### src/rtl/demux_pkg.sv
// demux_pkg: sel encoding, channel count and sel-to-channel decode shared by the demux slice.
package demux_pkg;
   localparam int NUM_CH = 3;
   localparam logic [1:0] SEL_CH0 = 2'b00;
   localparam logic [1:0] SEL_CH1 = 2'b10;
   localparam logic [1:0] SEL_CH2 = 2'b11;
   // sel[0] only matters when sel[1] is set, so 00 and 01 both land on channel 0
   function automatic logic [1:0] sel_to_ch(input logic [1:0] s);
      return (s == SEL_CH2) ? 2'd2 : (s == SEL_CH1) ? 2'd1 : 2'd0;
   endfunction
endpackage

### src/rtl/demux_1to3_stream_if.sv
// demux_1to3_stream_if: upstream word/select handshake plus three downstream channels.
interface demux_1to3_stream_if #(parameter int WIDTH = 64, parameter int CNT_W = 8);
   logic                       in_valid;
   logic                       in_ready;
   logic [WIDTH-1:0]           din;
   logic [1:0]                 sel;
   logic [2:0]                 out_valid;
   logic [2:0]                 out_ready;
   logic [2:0][WIDTH-1:0]      dout;
   logic [2:0][CNT_W-1:0]      xfer_cnt;
   modport slave (input in_valid, din, sel, out_ready, output in_ready, out_valid, dout, xfer_cnt);
   modport master (output in_valid, din, sel, out_ready, input in_ready, out_valid, dout, xfer_cnt);
endinterface

### src/rtl/demux_slot.sv
// demux_slot: one-entry channel buffer with a saturating transfer counter.
module demux_slot #(parameter int WIDTH = 64, parameter int CNT_W = 8) (
   input  logic             clk,
   input  logic             reset,
   input  logic             wr_en,
   input  logic             rd_en,
   input  logic [WIDTH-1:0] din,
   output logic             full,
   output logic [WIDTH-1:0] data,
   output logic [CNT_W-1:0] cnt
);
   always_ff @(posedge clk) begin
      if (reset) begin
         full <= 1'b0;
         data <= '0;
         cnt  <= '0;
      end else begin
         full <= wr_en | (full & ~rd_en);
         if (wr_en) data <= din;
         cnt  <= cnt + CNT_W'(rd_en & ~&cnt);
      end
   end
endmodule

### src/rtl/demux_1to3_stream.sv
// demux_1to3_stream: routes an upstream stream to one of three independently buffered channels.
module demux_1to3_stream
   import demux_pkg::*;
#(parameter int WIDTH = 64, parameter int CNT_W = 8) (
   input logic              clk,
   input logic              reset,
   demux_1to3_stream_if.slave bus
);
   logic [1:0]        ch;
   logic [NUM_CH-1:0] full, wr_en, rd_en;
   // a full slot still accepts when it drains in the same cycle
   always_comb begin
      ch = sel_to_ch(bus.sel);
      bus.in_ready = ~reset & (~full[ch] | bus.out_ready[ch]);
   end
   assign bus.out_valid = full;
   for (genvar k = 0; k < NUM_CH; k++) begin : g_slot
      assign wr_en[k] = bus.in_valid & bus.in_ready & (ch == 2'(k));
      assign rd_en[k] = full[k] & bus.out_ready[k];
      demux_slot #(.WIDTH(WIDTH), .CNT_W(CNT_W)) u_slot (
         .clk   (clk),
         .reset (reset),
         .wr_en (wr_en[k]),
         .rd_en (rd_en[k]),
         .din   (bus.din),
         .full  (full[k]),
         .data  (bus.dout[k]),
         .cnt   (bus.xfer_cnt[k])
      );
   end
endmodule
### src/flat_wrapper.sv
// flat-port wrapper written by rule: the top's interface ports become plain ports
module demux_1to3_stream_flat import demux_pkg::*;
#(parameter int WIDTH = 64, parameter int CNT_W = 8)
  (clk, reset, bus_in_valid, bus_din, bus_sel, bus_out_ready, bus_in_ready, bus_out_valid, bus_dout, bus_xfer_cnt);
  demux_1to3_stream_if #(.WIDTH(WIDTH), .CNT_W(CNT_W)) bus_i ();
  input logic clk;
  input logic reset;
  input wire logic [$bits(bus_i.in_valid)-1:0] bus_in_valid;
  input wire logic [$bits(bus_i.din)-1:0] bus_din;
  input wire logic [$bits(bus_i.sel)-1:0] bus_sel;
  input wire logic [$bits(bus_i.out_ready)-1:0] bus_out_ready;
  output wire logic [$bits(bus_i.in_ready)-1:0] bus_in_ready;
  output wire logic [$bits(bus_i.out_valid)-1:0] bus_out_valid;
  output wire logic [$bits(bus_i.dout)-1:0] bus_dout;
  output wire logic [$bits(bus_i.xfer_cnt)-1:0] bus_xfer_cnt;
  assign bus_i.in_valid = bus_in_valid;
  assign bus_i.din = bus_din;
  assign bus_i.sel = bus_sel;
  assign bus_i.out_ready = bus_out_ready;
  assign bus_in_ready = bus_i.in_ready;
  assign bus_out_valid = bus_i.out_valid;
  assign bus_dout = bus_i.dout;
  assign bus_xfer_cnt = bus_i.xfer_cnt;
  demux_1to3_stream #(.WIDTH(WIDTH), .CNT_W(CNT_W)) u_core (.clk(clk), .reset(reset), .bus(bus_i));
endmodule
### config.mk
export PLATFORM = sky130hd
export DESIGN_NAME = demux_1to3_stream_flat
export DESIGN_NICKNAME = d
export VERILOG_FILES = /design/src/rtl/demux_pkg.sv /design/src/rtl/demux_1to3_stream_if.sv /design/src/rtl/demux_slot.sv /design/src/rtl/demux_1to3_stream.sv /design/src/flat_wrapper.sv
export SDC_FILE = /design/constraint.sdc
export NUM_CORES = 1
export LEC_CHECK = 0
export BUFFER_PORTS_ARGS = -buffer_cell sky130_fd_sc_hd__buf_4
export CORE_AREA = 2 2 142 144
export CTS_CLUSTER_SIZE = 25
export DETAILED_ROUTE_END_ITERATION = 6
export DIE_AREA = 0 0 144 146
export PLACE_DENSITY = 0.73
export SETUP_SLACK_MARGIN = 0.2
export SYNTH_ARGS = -nofsm -noshare
export SYNTH_HDL_FRONTEND = slang
export SYNTH_SLANG_ARGS = --single-unit
### constraint.sdc
create_clock -name clk -period 1.56 [get_ports clk]
set_clock_uncertainty 0.15 [all_clocks]
set_input_delay 0.234 -clock clk [delete_from_list [all_inputs] [get_ports clk]]
set_output_delay 0.234 -clock clk [all_outputs]
set_load 0.02 [all_outputs]
### Word level (Yosys, flattened, before mapping)

Cells that the tools add are included.

| storage, ports and cells | value |
|---|---|
| output and inout port bits | 220 |
| word-level logic and storage cells | 53 |
| input port bits | 72 |
| register bits | 219 |

| operators by class | value |
|---|---|
| bitwise operators | 23 |
| eq/ne operators | 4 |
| $add $sub $neg | 3 |
| reductions and logical operators | 7 |
| muxes and demuxes | 6 |
| order comparisons | 1 |

Operators with widths:

| operator | count |
|---|---|
| $add 8x1->8 | 3 |
| $reduce_and 8->1 | 3 |
| $and 1x1->1 | 14 |
| $eq 2x2->1 const B | 3 |
| $not 1->1 | 5 |
| $bmux 1 s2 | 2 |
| $or 1x1->1 | 4 |
| $logic_not 1->1 | 3 |
| $lt 2x3->1 const B | 1 |
| $mux 1 | 3 |
| $eq 2x1->1 const B | 1 |
| $logic_not 2->1 | 1 |
| $mux 2 | 1 |

### Longest topological paths before layout

Gate-level depths: netlist of the first run.

| depth | value |
|---|---|
| word-level depth | 11 |
| mapped depth | 7 |

### Cells and area by module

From an unflattened synthesis of the first run, not the netlist that was laid out.

| unflattened totals | value |
|---|---|
| cells, all modules | 755 |
| area total of the unflattened synthesis | 7963.9 sq um |

By module, submodules not included:

| module | cells each | area an instance (sq um) | instances | sequential area each (sq um) |
|---|---|---|---|---|
| demux_slot | 247 | 2613.8 | 3 | 1461.4 |
| demux_1to3_stream | 14 | 122.6 | 1 | 0.0 |

### Least setup slack after synthesis of the first run

Ideal clock, no wire load.

| timing path | value |
|---|---|
| kind | reg2reg |
| start | reg u_core.g_slot[0].u_slot.cnt[3] |
| end | reg u_core.g_slot[0].u_slot.cnt[4] |
| stages on the path, launching flop included | 8 |
| period minus slack after synthesis | 1.849 ns |
| arrival time | 1.572 ns |
| buffers on the path | 0 |
| setup slack | -0.289 ns |
| library setup time | 0.128 ns |
| path through | dfxtp_1 > nand4_1 > o211a_1 > ha_1 > ha_1 > nand3_1 > xor2_1 > nor2_1 |

| between the ends | value |
|---|---|
| word-level cells in the longest chain between the ends | 4 |

RTL lines:

| what | line | source |
|---|---|---|
| start, declared | demux_slot.sv:10 | `output logic [CNT_W-1:0] cnt` |
| start signal, assigned | demux_slot.sv:20 | `cnt <= cnt + CNT_W'(rd_en & ~&cnt);` |
| $reduce_and 8->1 | demux_slot.sv:20 |  |
| $logic_not 1->1 | demux_slot.sv:20 |  |
| $and 1x1->1 | demux_slot.sv:20 |  |
| $add 8x1->8 (*) | demux_slot.sv:20 |  |

Mark *: on every way between the ends. The rest lies on a longest branch, timed or not.
A chain may end at the register's enable or synchronous reset.

### Worst setup path in the final report of the first run

| timing path | value |
|---|---|
| start | reg u_core.g_slot[1].u_slot.cnt[5] |
| end | reg u_core.g_slot[1].u_slot.cnt[6] |

| between the ends | value |
|---|---|
| word-level cells in the longest chain between the ends | 4 |

RTL lines:

| what | line |
|---|---|
| start, declared | demux_slot.sv:10 |
| start signal, assigned | demux_slot.sv:20 |
| $reduce_and 8->1 | demux_slot.sv:20 |
| $logic_not 1->1 | demux_slot.sv:20 |
| $and 1x1->1 | demux_slot.sv:20 |
| $add 8x1->8 (*) | demux_slot.sv:20 |

Marks and branches as above.

==> flow_results.xml, run 1 <==
<?xml version="1.0" encoding="UTF-8"?>
<metrics>
  <group name="power">
    <metric name="clockPowerShare" unit="%">41.7</metric>
    <metric name="design_power" unit="mW">13.9</metric>
    <metric name="seq_power_share" unit="%">42.7</metric>
    <metric name="power.switching_fraction" unit="%">26.8</metric>
    <metric name="power_switching" unit="mW">3.74</metric>
    <metric name="p_comb_share" unit="%">15.6</metric>
    <metric name="p_int" unit="mW">10.2</metric>
    <metric name="pwr_density_cell" unit="nW/um2">843</metric>
    <metric name="power.leakage" unit="nW">7.28</metric>
    <metric name="ir_drop" unit="uV">925</metric>
  </group>
  <group name="logic_synthesis">
    <metric name="syn_area_per_cell" unit="um2">9.36</metric>
    <metric name="synth-seq-area-share" unit="%">49.6</metric>
    <metric name="total_nets_after_synthesis" unit="">1022</metric>
    <metric name="synth.yosys.warnings" unit="">0</metric>
    <metric name="synthesized_flop_and_latch_total" unit="">219</metric>
    <metric name="synthesis.area" unit="um2">8840</metric>
    <metric name="synthesis.instances" unit="">944</metric>
    <metric name="synth_cell_type_count" unit="">32</metric>
  </group>
  <group name="sta">
    <metric name="min_period" unit="ns">1.88</metric>
    <metric name="maxSlewHeadroom" unit="%">53.0</metric>
    <metric name="final_hold_violating_endpoints" unit="">0</metric>
    <metric name="final_clock_period_utilization_by_the_worst_path" unit="%">120</metric>
    <metric name="unrepaired_setup_endpoints_after_global_routing" unit="">true</metric>
    <metric name="timing.final.max_slew_violations" unit="">0</metric>
    <metric name="worst_slack" unit="ns">-0.318</metric>
    <metric name="pin_slew_with_the_least_headroom_to_its_limit" unit="ns">0.705</metric>
    <metric name="timing.fmax" unit="MHz">532</metric>
    <metric name="finalSetupViolations" unit="">123</metric>
  </group>
  <group name="floorplanning">
    <metric name="coreArea" unit="um2">19300</metric>
    <metric name="die_area" unit="um2">21000</metric>
    <metric name="placementRows" unit="">51</metric>
    <metric name="floorplan.die.width" unit="um">144</metric>
    <metric name="design.portCount" unit="">292</metric>
    <metric name="die_height" unit="um">146</metric>
    <metric name="initial_utilization" unit="%">45.7</metric>
  </group>
  <group name="placement">
    <metric name="detailedPlacementHpwl" unit="um">19200</metric>
    <metric name="port_buffers" unit="">291</metric>
    <metric name="place.detailed.instances" unit="">1450</metric>
    <metric name="gp_congestion" unit="">0.840</metric>
  </group>
  <group name="final_layout">
    <metric name="drive_above_1_share" unit="%">59.5</metric>
    <metric name="syn_to_final_growth" unit="%">87.3</metric>
    <metric name="fin_nets" unit="">1474</metric>
    <metric name="finished_layout_cells" unit="">1677</metric>
  </group>
  <group name="detailed_routing">
    <metric name="detail_route.wirelength" unit="um">42900</metric>
    <metric name="drt_iter0_markers" unit="">846</metric>
    <metric name="drt_first_pass_iters" unit="">5</metric>
    <metric name="remaining_drc_errors" unit="">0</metric>
    <metric name="drt.antenna.violating_nets" unit="">0</metric>
    <metric name="via_count" unit="">10300</metric>
    <metric name="vias_per_cell" unit="">6.15</metric>
    <metric name="wire_per_inst" unit="um">25.6</metric>
  </group>
  <group name="worst_setup_path">
    <metric name="timing.reg2reg.setup_slack" unit="ns">-0.32</metric>
    <metric name="critical_path_cell_count" unit="">7</metric>
    <metric name="worst_path_dominant_cell_family" unit="">simple AND/OR/NAND/NOR gates</metric>
    <metric name="worstReg2RegStart" unit="">u_core.g_slot[1].u_slot.cnt[5]$_SDFF_PP0_</metric>
    <metric name="slowest_stage" unit="">dfxtp_4</metric>
    <metric name="worst_setup_path_end_kind" unit="">register</metric>
    <metric name="worstSetupEndpoint" unit="">u_core.g_slot[1].u_slot.cnt[6]$_SDFF_PP0_</metric>
    <metric name="crit_path_start_kind" unit="">register</metric>
    <metric name="cp_data_arrival_time" unit="ns">2.15</metric>
    <metric name="path_class" unit="">register to register</metric>
    <metric name="path_max_fanout" unit="">3</metric>
    <metric name="reg2reg_depth" unit="">7</metric>
    <metric name="crit_path_frequent_cell" unit="">ha_4</metric>
    <metric name="timing.critical_path.from" unit="">u_core.g_slot[1].u_slot.cnt[5]$_SDFF_PP0_</metric>
    <metric name="worstPathCellList" unit="">nand4_1 &gt; o211a_1 &gt; ha_4 &gt; ha_4 &gt; nand2_2 &gt; or3_4 &gt; a21oi_2</metric>
    <metric name="critical_path.max_stage_delay" unit="ns">0.35</metric>
    <metric name="timing.critical_path.buf_inv" unit="">0</metric>
    <metric name="worstPathRequired" unit="ns">1.84</metric>
    <metric name="regToRegEndpoint" unit="">u_core.g_slot[1].u_slot.cnt[6]$_SDFF_PP0_</metric>
  </group>
  <group name="global_routing">
    <metric name="globalRouteTotalUtil" unit="%">33.5</metric>
    <metric name="first_pass_grt_wire_length" unit="um">55800</metric>
    <metric name="pin_count_of_the_biggest_net_entering_global_routing" unit="">71</metric>
    <metric name="initial_antenna_violation_count" unit="">2</metric>
    <metric name="grt_overflow" unit="">0</metric>
    <metric name="grt_pass1_vias" unit="">9844</metric>
  </group>
  <group name="outcome">
    <metric name="violations" unit="">negative setup slack</metric>
    <metric name="outcome" unit="">finished with violations</metric>
  </group>
  <group name="clocking">
    <metric name="clock_path_buffers" unit="">3</metric>
    <metric name="cts_root_buffer" unit="">clkbuf_16</metric>
    <metric name="clk_pin_slew_worst_paths" unit="ns">0.07</metric>
    <metric name="worst_skew_pair.late_latency" unit="ns">0.52</metric>
    <metric name="cts-buffers-inserted" unit="">24</metric>
    <metric name="tritoncts" unit="">built</metric>
    <metric name="cts_htree_levels" unit="">1</metric>
    <metric name="clock-sinks" unit="">219</metric>
  </group>
  <group name="flow_run">
    <metric name="cap_viol_max_count" unit="">0</metric>
  </group>
  <group name="worst_hold_path">
    <metric name="worst_hold_path_type" unit="">input pin to register</metric>
  </group>
</metrics>
==> registers in the layout, summed over array words and instances, names as in the netlist <==
| signal | cells |
|---|---|
| u_core.g_slot.u_slot.data | 192 |
| u_core.g_slot.u_slot.cnt | 24 |
| u_core.g_slot.u_slot.full | 3 |
==> cell usage after synthesis, drive strengths merged <==
cell type	count	share of area (%)
nand2b	4	0.28
clkbuf	45	1.9
nand4	10	0.71
o41ai	62	6.1
and3	1	0.085
nand3b	1	0.085
xnor2	3	0.30
buf	65	4.1
nor3b	1	0.085
nand2	74	3.1
dfxtp	219	50
o211ai	192	18
nor2	10	0.42
ha	6	0.85
inv	63	2.7
and3b	1	0.099
a211oi	1	0.085
nand3	75	4.4
mux2i	1	0.11
xor2	6	0.59
nor2b	9	0.64
o21ai	71	4.0
o211a	3	0.34
or3	9	0.64
a21oi	12	0.68
==> worst register-to-register path: stages (launching register included) <==
cell     delay (ns)
dfxtp_4        0.35
nand4_1        0.14
o211a_1        0.22
ha_4           0.17
ha_4           0.16
nand2_2        0.07
or3_4          0.34
a21oi_2        0.19
==> repair_timing <==
item | in CTS | in global routing
endpoints found under the setup margin | 366 | 432
setup buffers | 64 | 25
endpoints found under the hold margin | 192 | 0
cloned | 17 | 14
hold buffers | 65 | 0
pin swaps | 115 | 130
resized for setup | 502 | 95
==> area by class of cell <==
| cell class | instances | area (um2) |
|---|---|---|
| timing repair buffer | 536 | 6000 |
| sequential | 219 | 4690 |
| multi-input combinational | 552 | 4500 |
| fill | 937 | 2780 |
| clock buffer | 35 | 734 |
| tap | 265 | 332 |
| inverter | 63 | 241 |
| clock inverter | 5 | 50.0 |
| antenna | 2 | 5.00 |
==> worst min path at each step <==
| stage | startpoint | endpoint | cells after the start | slack, ns |
|---|---|---|---|---|
| after global routing | reset | u_core.g_slot[2].u_slot.data[39]$_SDFFE_PP0P_ | 4 | 0.08 |
| after global placement | bus_din[55] | u_core.g_slot[0].u_slot.data[55]$_SDFFE_PP0P_ | 3 | 0.30 |
| after detailed placement | bus_din[30] | u_core.g_slot[0].u_slot.data[30]$_SDFFE_PP0P_ | 3 | 0.31 |
| after CTS | bus_sel[0] | u_core.g_slot[1].u_slot.data[39]$_SDFFE_PP0P_ | 4 | 0.03 |
| after floorplan | bus_din[0] | u_core.g_slot[0].u_slot.data[0]$_SDFFE_PP0P_ | 2 | 0.21 |
| final | reset | u_core.g_slot[2].u_slot.data[39]$_SDFFE_PP0P_ | 4 | 0.06 |
==> metal layers <==
metal / part of all wire, % / track usage, % / up-vias
li1: - / - / 4423
met4: 6.5 / 15.1 / 0
met5: 0 / 0 / -
met2: 49 / 56.4 / 680
met3: 8.4 / 6.75 / 191
met1: 36 / 41.0 / 5019
==> power by group through the flow <==
stage	clock network (mW)	registers (mW)	logic, mW
2_1_floorplan	0	6.23	0.534
3_3_place_gp	0	6.00	1.50
3_5_place_dp	0	6.00	1.51
4_1_cts	5.74	5.94	1.97
5_1_grt	6.03	5.97	2.26
6_report	5.81	5.96	2.18
==> cells in the final DEF (no fill, tap or decap), drive strengths merged, types with 2 or more instances in the layout <==
cell and count:
inv 63, nor2 10, xor2 6, nand3 75
or3 9, o41ai 62, nor2b 9, clkbuf 43
clkinv 4, dlygate4sd3 65, buf 463, nand2 74
nand4 10, o21ai 71, dfxtp 219, nand2b 4
diode 2, o211ai 192, xnor2 3, o211a 3
a21oi 12, ha 6
==> logic make-up (layout without fill, tap and decap cells) <==
logic type	Yosys count	in the layout	share of synthesized area, %
AO/OA/AOI/OAI	341	341	29.3
buffers and inverters	173	639	8.67
XOR/XNOR	9	9	0.892
AND/OR/NAND/NOR	195	195	10.6
adder cells (fa/ha/maj)	6	6	0.850
multiplexers	1	1	0.113
other	0	2	0
flip-flops	219	219	49.6
==> stage by stage <==
| stage | hold WS (ns) | util [%] | TNS (ns) | instance area [um2] | setup WS (ns) |
|---|---|---|---|---|---|
| after global routing | 0.0810 | 85.6 | -14.66 | 16600 | -0.347 |
| final | 0.0562 | 85.6 | -10.39 | 16600 | -0.318 |
| after detailed placement | 0.305 | 60.6 | -0.819 | 11700 | -0.122 |
| after floorplan | 0.207 | - | -0.314 | 9040 | -0.0466 |
| after global placement | 0.302 | 60.6 | -0.310 | 11700 | -0.0443 |
| after CTS | 0.0293 | 81.0 | -2.27 | 15700 | -0.287 |
Power figures use the tool's default switching activity.
==> run 2, diff against run 1 <==
- CORE_AREA: 2 2 142 144 -> 2 2 141 143
- CTS_BUF_LIST: not set -> sky130_fd_sc_hd__clkbuf_4 sky130_fd_sc_hd__clkbuf_8
- DIE_AREA: 0 0 144 146 -> 0 0 143 145
- PLACE_DENSITY: 0.73 -> 0.74
==> run 2 against run 1 <==
  * The run still ends with negative setup slack left
  * Via count rose by 6.8%
  * Maximum frequency down 3.5%
  * Combinational power is 7% higher
  * Sequential power about the same
  * Flip-flop and latch count unchanged
  * Critical path depth shrank 2
  * Hold slack lost 0.0067 ns
  * Worst setup slack lost 0.067 ns
  * Register-to-register slack got worse by 0.04 ns
  * Clock power rose by 5.3%
  * Critical path type is now register to primary output
==> flow_results.xml, run 2 (synthesis results as in run 1) <==
<?xml version="1.0" encoding="UTF-8"?>
<metrics>
  <group name="power">
    <metric name="p_comb_share" unit="%">16.2</metric>
    <metric name="pwr_density_cell" unit="nW/um2">843</metric>
    <metric name="ir_drop" unit="uV">744</metric>
    <metric name="seq_power_share" unit="%">41.4</metric>
    <metric name="p_int" unit="mW">10.3</metric>
    <metric name="power_switching" unit="mW">4.10</metric>
    <metric name="power.leakage" unit="nW">7.64</metric>
    <metric name="clockPowerShare" unit="%">42.4</metric>
    <metric name="power.switching_fraction" unit="%">28.4</metric>
  </group>
  <group name="detailed_routing">
    <metric name="detail_route.wirelength" unit="um">46200</metric>
    <metric name="vias_per_cell" unit="">6.29</metric>
    <metric name="drt_first_pass_iters" unit="">5</metric>
    <metric name="wire_per_inst" unit="um">26.4</metric>
    <metric name="drt.antenna.violating_nets" unit="">0</metric>
    <metric name="drt_iter0_markers" unit="">1198</metric>
    <metric name="via_count" unit="">11000</metric>
    <metric name="remaining_drc_errors" unit="">0</metric>
  </group>
  <group name="final_layout">
    <metric name="final_core_util" unit="%">89.1</metric>
    <metric name="syn_to_final_growth" unit="%">93.6</metric>
    <metric name="layout_commonest_cell" unit="">buf_6</metric>
    <metric name="largest_register_ffs" unit="">192</metric>
    <metric name="fin_nets" unit="">1533</metric>
    <metric name="largestRegisters" unit="">u_core.g_slot.u_slot.data (192), u_core.g_slot.u_slot.cnt (24), u_core.g_slot.u_slot.full (3)</metric>
    <metric name="most-common-layout-cells" unit="">buf_6 (268), dfxtp_2 (197), buf_4 (187), o211ai_1 (162), nand2_1 (71)</metric>
    <metric name="drive_above_1_share" unit="%">63.0</metric>
    <metric name="finished_layout_cells" unit="">1751</metric>
    <metric name="registers.top_by_ff_count" unit="">u_core.g_slot.u_slot.data</metric>
  </group>
  <group name="worst_setup_path">
    <metric name="reg2reg_depth" unit="">8</metric>
    <metric name="crit_path_start_kind" unit="">register</metric>
    <metric name="worst_setup_path_end_kind" unit="">primary output</metric>
    <metric name="path_max_fanout" unit="">2</metric>
    <metric name="path_class" unit="">register to primary output</metric>
    <metric name="worstPathRequired" unit="ns">1.18</metric>
    <metric name="cp_data_arrival_time" unit="ns">1.56</metric>
  </group>
  <group name="floorplanning">
    <metric name="floorplan.die.width" unit="um">143</metric>
    <metric name="placementRows" unit="">51</metric>
    <metric name="die_area" unit="um2">20700</metric>
    <metric name="die_height" unit="um">145</metric>
    <metric name="design.portCount" unit="">292</metric>
    <metric name="coreArea" unit="um2">19200</metric>
    <metric name="initial_utilization" unit="%">46.0</metric>
  </group>
  <group name="clocking">
    <metric name="cts-buffers-inserted" unit="">38</metric>
    <metric name="cts_root_buffer" unit="">clkbuf_8</metric>
    <metric name="clock_path_buffers" unit="">3</metric>
    <metric name="worst_skew_pair.late_latency" unit="ns">0.55</metric>
    <metric name="clk_pin_slew_worst_paths" unit="ns">0.07</metric>
    <metric name="tritoncts" unit="">built</metric>
    <metric name="clock-sinks" unit="">219</metric>
    <metric name="cts_htree_levels" unit="">2</metric>
  </group>
  <group name="global_routing">
    <metric name="pin_count_of_the_biggest_net_entering_global_routing" unit="">71</metric>
    <metric name="grt_overflow" unit="">0</metric>
    <metric name="globalRouteTotalUtil" unit="%">34.4</metric>
    <metric name="first_pass_grt_wire_length" unit="um">56600</metric>
    <metric name="initial_antenna_violation_count" unit="">1</metric>
    <metric name="grt_pass1_vias" unit="">10200</metric>
  </group>
  <group name="placement">
    <metric name="place.detailed.instances" unit="">1454</metric>
    <metric name="gp_congestion" unit="">0.821</metric>
    <metric name="post_place_setup_slack" unit="ns">-0.138</metric>
    <metric name="detailedPlacementHpwl" unit="um">19100</metric>
    <metric name="port_buffers" unit="">291</metric>
  </group>
  <group name="sta">
    <metric name="worst_hold_slack" unit="ns">0.0495</metric>
    <metric name="maxSlewHeadroom" unit="%">69.7</metric>
    <metric name="final_hold_violating_endpoints" unit="">0</metric>
    <metric name="worst_slack" unit="ns">-0.385</metric>
    <metric name="final_clock_period_utilization_by_the_worst_path" unit="%">125</metric>
    <metric name="finalSetupViolations" unit="">167</metric>
    <metric name="unrepaired_setup_endpoints_after_global_routing" unit="">true</metric>
    <metric name="timing.fmax" unit="MHz">514</metric>
    <metric name="min_period" unit="ns">1.95</metric>
    <metric name="timing.final.max_slew_violations" unit="">0</metric>
    <metric name="pin_slew_with_the_least_headroom_to_its_limit" unit="ns">0.455</metric>
  </group>
  <group name="flow_run">
    <metric name="cap_viol_max_count" unit="">0</metric>
  </group>
  <group name="outcome">
    <metric name="violations" unit="">negative setup slack</metric>
    <metric name="outcome" unit="">finished with violations</metric>
  </group>
  <group name="worst_hold_path">
    <metric name="worst_hold_path_type" unit="">input pin to register</metric>
    <metric name="hold_depth" unit="">4</metric>
  </group>
</metrics>
==> run 2: cell types whose count changed in the layout (fill, tap and decap cells not counted), moves of 6 or more <==
cell / change
clkbuf_4: +8
clkbuf_16: -25
dfxtp_1: -18
buf_6: +15
buf_8: +6
clkbuf_8: +49
buf_16: -7
dfxtp_2: +17
buf_4: +24
==> run 2: timing repair <==
item,in CTS,in global routing
cloned,12,11
pin swaps,117,125
hold buffers,66,0
gates resized for setup,498,141
setup endpoints to repair,383,436
buffers inserted,79,58
endpoints found under the hold margin,194,0
==> run 2: routing by layer <==
| metal | GRT usage, % | share of wire (%) | up-vias |
|---|---|---|---|
| li1 | - | - | 4541 |
| met1 | 40.6 | 35 | 5309 |
| met2 | 57.3 | 49 | 909 |
| met3 | 8.22 | 9.4 | 259 |
| met4 | 18.3 | 7.2 | 0 |
| met5 | 0 | 0 | - |
==> run 2: final timing paths <==
| path | slack, ns | to | startpoint |
|---|---|---|---|
| hold reg to reg | 0.34 | u_core.g_slot[0].u_slot.data[56]$_SDFFE_PP0P_ | u_core.g_slot[0].u_slot.data[56]$_SDFFE_PP0P_ |
| hold / removal | 0.05 | u_core.g_slot[1].u_slot.full$_SDFF_PP0_ | bus_out_ready[1] |
| setup reg to reg | -0.36 | u_core.g_slot[1].u_slot.cnt[6]$_SDFF_PP0_ | u_core.g_slot[1].u_slot.full$_SDFF_PP0_ |
| setup / recovery | -0.39 | bus_in_ready | u_core.g_slot[1].u_slot.full$_SDFF_PP0_ |
==> run 2: cell type report <==
cell class	instances	area, um2
Clock buffer	62	803
Timing Repair Buffer	581	6380
Clock inverter	8	67.6
Sequential cell	219	4710
Fill cell	726	2100
Inverter	63	241
Antenna cell	1	2.50
Multi-Input combinational cell	552	4570
Tap cell	265	332
==> run 2: stage by stage <==
step / power [mW] / area (um2) / setup TNS [ns]
2_1_floorplan: 6.77 / 9040 / -0.314
6_report: 14.4 / 17100 / -18.80
4_1_cts: 13.8 / 15800 / -1.54
3_5_place_dp: 7.52 / 11800 / -0.824
3_3_place_gp: 7.50 / 11800 / -0.313
5_1_grt: 14.7 / 17100 / -23.36
==> run 2: power by group through the flow <==
stage	logic [mW]	registers, mW	clock network (mW)
floorplan	0.534	6.23	0
global placement	1.51	5.99	0
detailed placement	1.51	6.00	0
CTS	1.98	5.95	5.91
global route	2.39	5.98	6.33
finish	2.33	5.97	6.12
==> run 2: critical path, cell delays in order, from the launching register on <==
cell      delay (ns)
dfxtp_2         0.35
buf_6           0.12
nand2b_4        0.06
mux2i_2         0.21
a211oi_2        0.10
buf_4           0.17
==> run 3, diff against run 2 <==
- CELL_PAD_IN_SITES_DETAIL_PLACEMENT: not set -> 1
- CELL_PAD_IN_SITES_GLOBAL_PLACEMENT: not set -> 1
- CORE_AREA: 2 2 141 143 -> 2 2 162 164
- DIE_AREA: 0 0 143 145 -> 0 0 164 166
- PLACE_DENSITY: 0.74 -> 0.75
==> run 3 against run 2 <==
  * The run still ends with negative setup slack left
  * Global-route usage shrank 2.6 points
  * Register-to-register slack lost 0.04 ns
  * Worst setup slack lost 0.017 ns
  * Die area grew 31%
  * Wire length grew 9.6%
  * Count of clock-buffer cells in the layout shrank 5
  * Via count shrank 5.3%
  * Critical path depth grew 2
  * Final area shrank 2.6%
  * Maximum frequency shrank 0.87%
  * Largest power group is now registers
  * Hold slack lost 0.049 ns
  * First-iteration DRC count shrank 19%
==> flow_results.xml, run 3 (synthesis results as in run 1) <==
<?xml version="1.0" encoding="UTF-8"?>
<metrics>
  <group name="detailed_routing">
    <metric name="vias_per_cell" unit="">5.86</metric>
    <metric name="detail_route.wirelength" unit="um">50600</metric>
    <metric name="remaining_drc_errors" unit="">0</metric>
    <metric name="drt_first_pass_iters" unit="">5</metric>
    <metric name="wire_per_inst" unit="um">28.4</metric>
    <metric name="via_count" unit="">10400</metric>
    <metric name="drt_iter0_markers" unit="">967</metric>
    <metric name="drt.antenna.violating_nets" unit="">0</metric>
  </group>
  <group name="worst_setup_path">
    <metric name="crit_path_start_kind" unit="">register</metric>
    <metric name="cp_data_arrival_time" unit="ns">2.24</metric>
    <metric name="worst_setup_path_end_kind" unit="">register</metric>
    <metric name="worstPathRequired" unit="ns">1.83</metric>
    <metric name="path_max_fanout" unit="">3</metric>
    <metric name="path_class" unit="">register to register</metric>
  </group>
  <group name="final_layout">
    <metric name="largest_register_ffs" unit="">192</metric>
    <metric name="design_area" unit="um2">16700</metric>
    <metric name="final.fill_count" unit="">2566</metric>
    <metric name="most-common-layout-cells" unit="">buf_4 (227), buf_6 (203), o211ai_1 (162), dfxtp_2 (128), nand2_1 (71)</metric>
    <metric name="registers.top_by_ff_count" unit="">u_core.g_slot.u_slot.data</metric>
    <metric name="syn_to_final_growth" unit="%">88.5</metric>
    <metric name="layout_commonest_cell" unit="">buf_4</metric>
    <metric name="fin_nets" unit="">1501</metric>
    <metric name="largestRegisters" unit="">u_core.g_slot.u_slot.data (192), u_core.g_slot.u_slot.cnt (24), u_core.g_slot.u_slot.full (3)</metric>
    <metric name="finished_layout_cells" unit="">1782</metric>
    <metric name="drive_above_1_share" unit="%">57.8</metric>
    <metric name="n_diodes" unit="">0</metric>
  </group>
  <group name="clocking">
    <metric name="cts_root_buffer" unit="">clkbuf_8</metric>
    <metric name="clock-sinks" unit="">219</metric>
    <metric name="clock_path_buffers" unit="">3</metric>
    <metric name="cts_htree_levels" unit="">2</metric>
    <metric name="cts-buffers-inserted" unit="">39</metric>
    <metric name="clk_pin_slew_worst_paths" unit="ns">0.08</metric>
    <metric name="tritoncts" unit="">built</metric>
    <metric name="worst_skew_pair.late_latency" unit="ns">0.54</metric>
  </group>
  <group name="global_routing">
    <metric name="pin_count_of_the_biggest_net_entering_global_routing" unit="">75</metric>
    <metric name="grt_pass1_vias" unit="">11000</metric>
    <metric name="grt_overflow" unit="">0</metric>
    <metric name="first_pass_grt_wire_length" unit="um">67500</metric>
    <metric name="initial_antenna_violation_count" unit="">0</metric>
    <metric name="globalRouteTotalUtil" unit="%">31.8</metric>
  </group>
  <group name="outcome">
    <metric name="outcome" unit="">finished with violations</metric>
    <metric name="violations" unit="">negative setup slack</metric>
  </group>
  <group name="placement">
    <metric name="gp_congestion" unit="">0.824</metric>
    <metric name="placement.cell_area" unit="um2">11800</metric>
    <metric name="place.detailed.instances" unit="">1516</metric>
    <metric name="detailedPlacementHpwl" unit="um">21800</metric>
    <metric name="port_buffers" unit="">291</metric>
  </group>
  <group name="sta">
    <metric name="worst_hold_slack" unit="ns">0.000973</metric>
    <metric name="timing.fmax" unit="MHz">510</metric>
    <metric name="final_clock_period_utilization_by_the_worst_path" unit="%">126</metric>
    <metric name="final_hold_violating_endpoints" unit="">0</metric>
    <metric name="finalSetupViolations" unit="">149</metric>
    <metric name="worst_slack" unit="ns">-0.403</metric>
    <metric name="maxSlewHeadroom" unit="%">56.1</metric>
    <metric name="min_period" unit="ns">1.96</metric>
    <metric name="pin_slew_with_the_least_headroom_to_its_limit" unit="ns">0.658</metric>
    <metric name="setup_total_neg_slack" unit="ns">-22.29</metric>
    <metric name="unrepaired_setup_endpoints_after_global_routing" unit="">true</metric>
    <metric name="timing.final.max_slew_violations" unit="">0</metric>
  </group>
  <group name="power">
    <metric name="pwr_density_cell" unit="nW/um2">830</metric>
    <metric name="power.leakage" unit="nW">7.44</metric>
    <metric name="ir_drop" unit="uV">677</metric>
    <metric name="design_power" unit="mW">13.8</metric>
  </group>
  <group name="floorplanning">
    <metric name="design.portCount" unit="">292</metric>
    <metric name="placementRows" unit="">59</metric>
    <metric name="die_area" unit="um2">27200</metric>
    <metric name="initial_utilization" unit="%">34.5</metric>
    <metric name="die_height" unit="um">166</metric>
    <metric name="floorplan.die.width" unit="um">164</metric>
    <metric name="coreArea" unit="um2">25600</metric>
  </group>
  <group name="worst_hold_path">
    <metric name="worst_hold_path_type" unit="">input pin to register</metric>
  </group>
  <group name="flow_run">
    <metric name="cap_viol_max_count" unit="">0</metric>
  </group>
</metrics>
run 3: power breakdown:
group	switching (mW)	internal (mW)	total, mW
clock network	2.65	2.97	5.62
logic	1.27	0.981	2.25
registers	0.164	5.79	5.95
total	4.08	9.73	13.8
run 3: final timing paths:
kind                                                  from                                            end  slack (ns)  cells after the start
max              u_core.g_slot[2].u_slot.cnt[7]$_SDFF_PP0_      u_core.g_slot[2].u_slot.cnt[6]$_SDFF_PP0_       -0.40                      7
min                                       bus_out_ready[1]        u_core.g_slot[1].u_slot.full$_SDFF_PP0_       0.001                      4
max reg2reg      u_core.g_slot[2].u_slot.cnt[7]$_SDFF_PP0_      u_core.g_slot[2].u_slot.cnt[6]$_SDFF_PP0_       -0.40                      7
min reg2reg  u_core.g_slot[0].u_slot.data[15]$_SDFFE_PP0P_  u_core.g_slot[0].u_slot.data[15]$_SDFFE_PP0P_        0.34                      2
run 3: cell type report:
| class | instances | area (um2) | share of cell area [%] |
|---|---|---|---|
| timing repair buffer | 548 | 5870 | 35.3 |
| tap | 335 | 419 | 2.52 |
| clock inverter | 8 | 50.0 | 0.300 |
| clock buffer | 57 | 722 | 4.33 |
| inverter | 63 | 241 | 1.45 |
| sequential | 219 | 4630 | 27.8 |
| multi-input combinational | 552 | 4730 | 28.4 |
run 3: what timing repair did:
action / in CTS / in global routing
pin swaps: 95 / 73
gates cloned: 17 / 10
buffers inserted: 80 / 29
gates resized for setup: 430 / 94
hold buffers: 65 / 0
endpoints found under the hold margin: 193 / 0
endpoints found under the setup margin: 415 / 436
run 3: routing by layer:
metal  vias to the layer above  track usage, %  wire length [um]
li1                       4467               -                 -
met1                      5225            37.0             18700
met2                       547            56.0             25900
met3                       198            6.22              2960
met4                         0            14.3              3150
met5                         -               0                 0
run 3: stage by stage:
step                      utilization, %  setup slack, ns
final                               65.0           -0.403
after floorplan                        -          -0.0466
after CTS                           61.6           -0.363
after detailed placement            45.9           -0.161
after global routing                65.0           -0.407
after global placement              45.9          -0.0714
run 3: worst max-delay path: stages, from the launching register on:
cell,delay [ns]
dfxtp_2,0.34
nand4_1,0.14
o211a_1,0.25
ha_4,0.18
ha_4,0.16
nand2_2,0.06
or3_1,0.34
a21oi_1,0.22
